`config.mk`:
```
export PLATFORM = sky130hd
export DESIGN_NAME = opt1_drain
export DESIGN_NICKNAME = d
export VERILOG_FILES = /design/src/rtl/opt1_drain.sv
export SDC_FILE = /design/constraint.sdc
export NUM_CORES = 1
export LEC_CHECK = 0
export ABC_AREA = 1
export ABC_CLOCK_PERIOD_IN_PS = 13400
export BUFFER_PORTS_ARGS = -buffer_cell sky130_fd_sc_hd__buf_2
export CORE_ASPECT_RATIO = 0.7
export CORE_MARGIN = 2
export CORE_UTILIZATION = 45
export CTS_CLUSTER_SIZE = 40
export DETAILED_ROUTE_END_ITERATION = 10
export PLACE_DENSITY = 0.62
export SLEW_MARGIN = 20
export SYNTH_ARGS = -nofsm -noshare
export SYNTH_HDL_FRONTEND = slang
export SYNTH_SLANG_ARGS = --single-unit
```
`constraint.sdc`:
```
create_clock -name clk -period 13.4 [get_ports clk]
set_input_delay 2.68 -clock clk [delete_from_list [all_inputs] [get_ports clk]]
set_output_delay 2.68 -clock clk [all_outputs]
set_load 0.01 [all_outputs]
```
`src/rtl/opt1_drain.sv`:
```
// Column drain for a carry-save MAC array: captures per-row sum/carry, clears the MACs,
// then streams the resolved results row by row over a valid/ready handshake.
// Optional saturation of each result is enabled by defining OPT1_DRAIN_SAT_EN.
module opt1_drain #(
  parameter int ACC_WIDTH = 32,
  parameter int ROWS      = 4,
  parameter int SAT_WIDTH = 16,
  localparam int RW       = (ROWS > 1) ? $clog2(ROWS) : 1
) (
  input  logic                      clk,
  input  logic                      rst,
  input  logic                      start,
  input  logic [ROWS*ACC_WIDTH-1:0] in_sum,
  input  logic [ROWS*ACC_WIDTH-1:0] in_carry,
  output logic                      clc,
  output logic                      out_valid,
  input  logic                      out_ready,
  output logic [ACC_WIDTH-1:0]      out_data,
  output logic [RW-1:0]             out_row,
  output logic                      out_last,
  output logic                      busy
);

  typedef enum logic [1:0] {IDLE, LOAD, SEND} state_e;

  localparam logic [RW-1:0] LAST_ROW = RW'(ROWS - 1);

`ifdef OPT1_DRAIN_SAT_EN
  // Signed clamp bounds, already sign-extended to the accumulator width.
  localparam logic [ACC_WIDTH-1:0] SAT_MAX =
    {{(ACC_WIDTH-SAT_WIDTH+1){1'b0}}, {(SAT_WIDTH-1){1'b1}}};
  localparam logic [ACC_WIDTH-1:0] SAT_MIN = ~SAT_MAX;
`endif

  state_e                 state_q, state_d;
  logic [ACC_WIDTH-1:0]   buf_sum_q   [ROWS];
  logic [ACC_WIDTH-1:0]   buf_sum_d   [ROWS];
  logic [ACC_WIDTH-1:0]   buf_carry_q [ROWS];
  logic [ACC_WIDTH-1:0]   buf_carry_d [ROWS];
  logic [RW-1:0]          row_q, row_d;
  logic                   clc_q, clc_d;
  logic                   out_valid_q, out_valid_d;
  logic [ACC_WIDTH-1:0]   out_data_q, out_data_d;
  logic                   out_last_q, out_last_d;
  logic [RW-1:0]          next_row;

  function automatic logic [ACC_WIDTH-1:0] resolve(input logic [ACC_WIDTH-1:0] s,
                                                   input logic [ACC_WIDTH-1:0] c);
    logic [ACC_WIDTH-1:0] raw;
    raw = s + c;
`ifdef OPT1_DRAIN_SAT_EN
    if ($signed(raw) > $signed(SAT_MAX)) return SAT_MAX;
    if ($signed(raw) < $signed(SAT_MIN)) return SAT_MIN;
`endif
    return raw;
  endfunction

  assign next_row = row_q + RW'(1);

  // NOTE: every variable gets a default before the case so no path leaves it unassigned (no latches).
  always_comb begin
    state_d     = state_q;
    buf_sum_d   = buf_sum_q;
    buf_carry_d = buf_carry_q;
    row_d       = row_q;
    clc_d       = 1'b0;
    out_valid_d = out_valid_q;
    out_data_d  = out_data_q;
    out_last_d  = out_last_q;
    case (state_q)
      IDLE: begin
        if (start) begin
          for (int r = 0; r < ROWS; r++) begin
            buf_sum_d[r]   = in_sum[r*ACC_WIDTH +: ACC_WIDTH];
            buf_carry_d[r] = in_carry[r*ACC_WIDTH +: ACC_WIDTH];
          end
          clc_d   = 1'b1;
          row_d   = '0;
          state_d = LOAD;
        end
      end
      LOAD: begin
        out_data_d  = resolve(buf_sum_q[0], buf_carry_q[0]);
        row_d       = '0;
        out_valid_d = 1'b1;
        out_last_d  = 1'b0;
        state_d     = SEND;
      end
      SEND: begin
        if (out_valid_q && out_ready) begin
          if (row_q == LAST_ROW) begin
            out_valid_d = 1'b0;
            out_last_d  = 1'b0;
            state_d     = IDLE;
          end else begin
            row_d      = next_row;
            out_data_d = resolve(buf_sum_q[next_row], buf_carry_q[next_row]);
            out_last_d = (next_row == LAST_ROW);
          end
        end
      end
      default: state_d = IDLE;
    endcase
  end

  // NOTE: the capture buffers are reset too, so a reset leaves no stale column data behind.
  always_ff @(posedge clk or posedge rst) begin
    if (rst) begin
      state_q     <= IDLE;
      row_q       <= '0;
      clc_q       <= 1'b0;
      out_valid_q <= 1'b0;
      out_data_q  <= '0;
      out_last_q  <= 1'b0;
      for (int r = 0; r < ROWS; r++) begin
        buf_sum_q[r]   <= '0;
        buf_carry_q[r] <= '0;
      end
    end else begin
      // NOTE: non-blocking assignments so every flop samples pre-edge values.
      state_q     <= state_d;
      row_q       <= row_d;
      clc_q       <= clc_d;
      out_valid_q <= out_valid_d;
      out_data_q  <= out_data_d;
      out_last_q  <= out_last_d;
      buf_sum_q   <= buf_sum_d;
      buf_carry_q <= buf_carry_d;
    end
  end

  assign clc       = clc_q;
  assign out_valid = out_valid_q;
  assign out_data  = out_data_q;
  assign out_row   = row_q;
  assign out_last  = out_last_q;
  assign busy      = (state_q != IDLE);

endmodule

```
==> results.txt <==
setup violators final -> 0
clk sink count -> 295
most frequent CP cell -> nand2_1
Synth Register Bits -> 295
Placed Area -> 19480 um2
hold_buf cts -> 0
Die X -> 241.2 um
area delta synth->final -> 15.59%
most common cell in the netlist -> nand2_1
sequential share of the synthesized area -> 41.65%
top cell type's share of synthesized area -> 41.65%
period utilisation layout -> 36.72%
Setup crit start kind -> flop
Ports -> 298
DP Wirelength -> 45.98 mm
total wire length -> 60.57 mm
core area -> 38660 um2
number of synthesized flops with an enable pin -> 0
max-slew violation count -> 0
# nets final -> 3223
clock skew -> 0.03878 ns
Mapped Nets -> 2990
CTS root buf -> clkbuf_16
# DRC -> 0
status -> completed
Post-Synthesis Cells -> 2664
TritonCTS clock tree -> built
# port buffers -> 297
slowest stage delay, CP -> 0.70 ns
layout cells sized above 1 -> 12.71%
R2R depth -> 18
initial antenna violation count -> 3
Post-Syn Area per Cell -> 6.653 um2
RSZ-0062 raised after global routing -> false
drt pass-1 iters -> 5
hold path cells -> 2
CTS max path bufs -> 3
CP max FO -> 64
post-synth cell types -> 35
Post-CTS Resized -> 0
Endpoint, Worst Hold -> buf_sum_q[57]$_DFFE_PP0P_
Crit Path Class -> reg2reg
Final Critical Period -> 4.920 ns
vias in the first global route -> 16270
# H-tree levels -> 1
max_slew headroom -> 30.55%
largest net degree at the start of global routing -> 164
CP required -> 13.88 ns
Cell Rows -> 60
HP Class -> reg2reg
Starting Density -> 45.84%
r2r setup slk -> 8.48 ns
total clock buffers created by CTS -> 30
routed vias/inst -> 5.131
Synth area leader -> dfrtp_1
design area -> 20490 um2
worst r2r dst -> out_data[13]$_DFFE_PP0P_
Worst-Skew Late Latency -> 0.61 ns
synth warn -> 0
Least-Margin Pin Slew -> 1.042 ns
top post-synthesis cells by area -> dfrtp_1 42%, nand2_1 28%, inv_1 4.9%
Critical Path AT -> 5.40 ns
final antenna-violating net count -> 0
cell area after synthesis -> 17720 um2
GR Overflow Total -> 0
worst r2r src -> out_row[0]$_DFFE_PP0P_
fmax -> 0.2033 GHz
Fin. Hold Viols -> 0
Die Y -> 170.0 um
Total GRT Usage -> 29.63%
crit-path cells -> clkinv_2, buf_4, ha_1, clkinv_1, buf_4, o21ai_0, o22ai_1, ha_1, nand2_1, inv_1, nand2_1, nand2_1, a21oi_1, nand2_1, o21ai_0, nand2_1, nand2_1, nand2_1
# Post-CTS Setup Buffers -> 0
max_cap viols -> 0
Die Footprint -> 41010 um2
Worst setup EP type -> flop
leading register cell type out of synthesis -> dfrtp_1
crit path from -> out_row[0]$_DFFE_PP0P_
DR iter-0 viols -> 1751
Avg WL per Cell -> 17.58 um
number of vias in the routed layout -> 17680
Worst Hold Launch -> buf_sum_q[57]$_DFFE_PP0P_
final weighted congestion in routability-driven placement -> 0.9175
most frequent cells after synthesis -> 1313 x nand2_1, 295 x dfrtp_1, 232 x inv_1, 227 x nor2_1, 150 x o21ai_0
first-pass GRT wire length -> 93.27 mm
clock-pin slew on the worst setup and hold paths -> 0.07 ns
Post-synth ARST share -> 100.0%
TNS Setup -> 0 ns
slowest CP cell -> dfrtp_4
metrics by stage:
stage          instances  util, %  worst slack, ns  hold slack [ns]
2_1_floorplan       2664        -            2.573           0.4366
3_3_place_gp        3392    50.38            8.193           0.4491
4_1_cts             3445    52.98            8.568           0.4692
3_5_place_dp        3392    50.38            8.139           0.4530
6_report            3446    52.99            8.480           0.4661
5_1_grt             3446    52.99            8.126           0.4774
flip-flops by register name, indices dropped and copies added, names as in the netlist:
| name | count |
|---|---|
| buf_sum_q | 128 |
| buf_carry_q | 128 |
| out_data | 32 |
| state_q | 2 |
| clc | 1 |
| out_valid | 1 |
| out_row | 2 |
| out_last | 1 |
area by class of cell:
cell class	instances	area (um2)
Multi-Input combinational cell	2021	8927
Antenna cell	1	2.502
Tap cell	527	659.4
Fill cell	3923	18170
Inverter	240	914.6
Sequential cell	295	7386
Timing Repair Buffer	309	1589
Clock inverter	8	101.3
Clock buffer	45	907.1
cells by family (layout without fill, tap and decap cells):
logic type | count (synthesis) | after routing | share of synthesized area (%)
compound gates | 288 | 288 | 8.803
xor+xnor | 15 | 15 | 0.7413
fa+ha+maj | 66 | 66 | 4.744
buf+inv | 348 | 602 | 7.977
flops | 295 | 295 | 41.65
other cells | 0 | 1 | 0
simple gates | 1652 | 1652 | 36.08
metal layers:
metal	GRT usage, %	up-vias	wire (um)	part of all wire (%)
met5	0	-	0	0
met4	4.160	0	818	1.4
met3	6.131	53	5133	8.5
met2	39.32	585	23390	39
met1	49.04	8303	31230	52
li1	-	8739	-	-
layout by cell type (no fill, tap or decap), types with 5 or more instances in the layout:
cell type  instances
a31oi_1           11
nor2_1           227
buf_2            297
inv_1            231
nand3_1           84
nor3_1             6
o22ai_1           62
clkbuf_1           5
a21oi_1           54
clkbuf_8          10
inv_2              5
nand3b_1           9
xor2_1            13
ha_1              64
buf_4             11
dfrtp_1          294
o21ai_0          150
o21bai_1           5
nand2_1         1313
nand4_1            5
clkbuf_16         30
worst max-delay path by stage:
stage | slack (ns) | end
2_1_floorplan | 2.57 | buf_carry_q[0]$_DFFE_PP0P_
3_3_place_gp | 8.19 | buf_sum_q[53]$_DFFE_PP0P_
3_5_place_dp | 8.14 | buf_carry_q[49]$_DFFE_PP0P_
4_1_cts | 8.57 | out_data[13]$_DFFE_PP0P_
5_1_grt | 8.13 | out_data[13]$_DFFE_PP0P_
6_report | 8.48 | out_data[13]$_DFFE_PP0P_
critical path, delay by kind of cell (launching register included):
family	cells	cell delay, ns
fa+ha+maj	2	0.73
buf+inv	5	1.28
simple gates	7	0.74
flops	1	0.70
compound gates	4	1.27
Power is left out: the tool's default activity adds up to more than one toggle a clock period on the data nets, which glitch-free logic cannot reach.
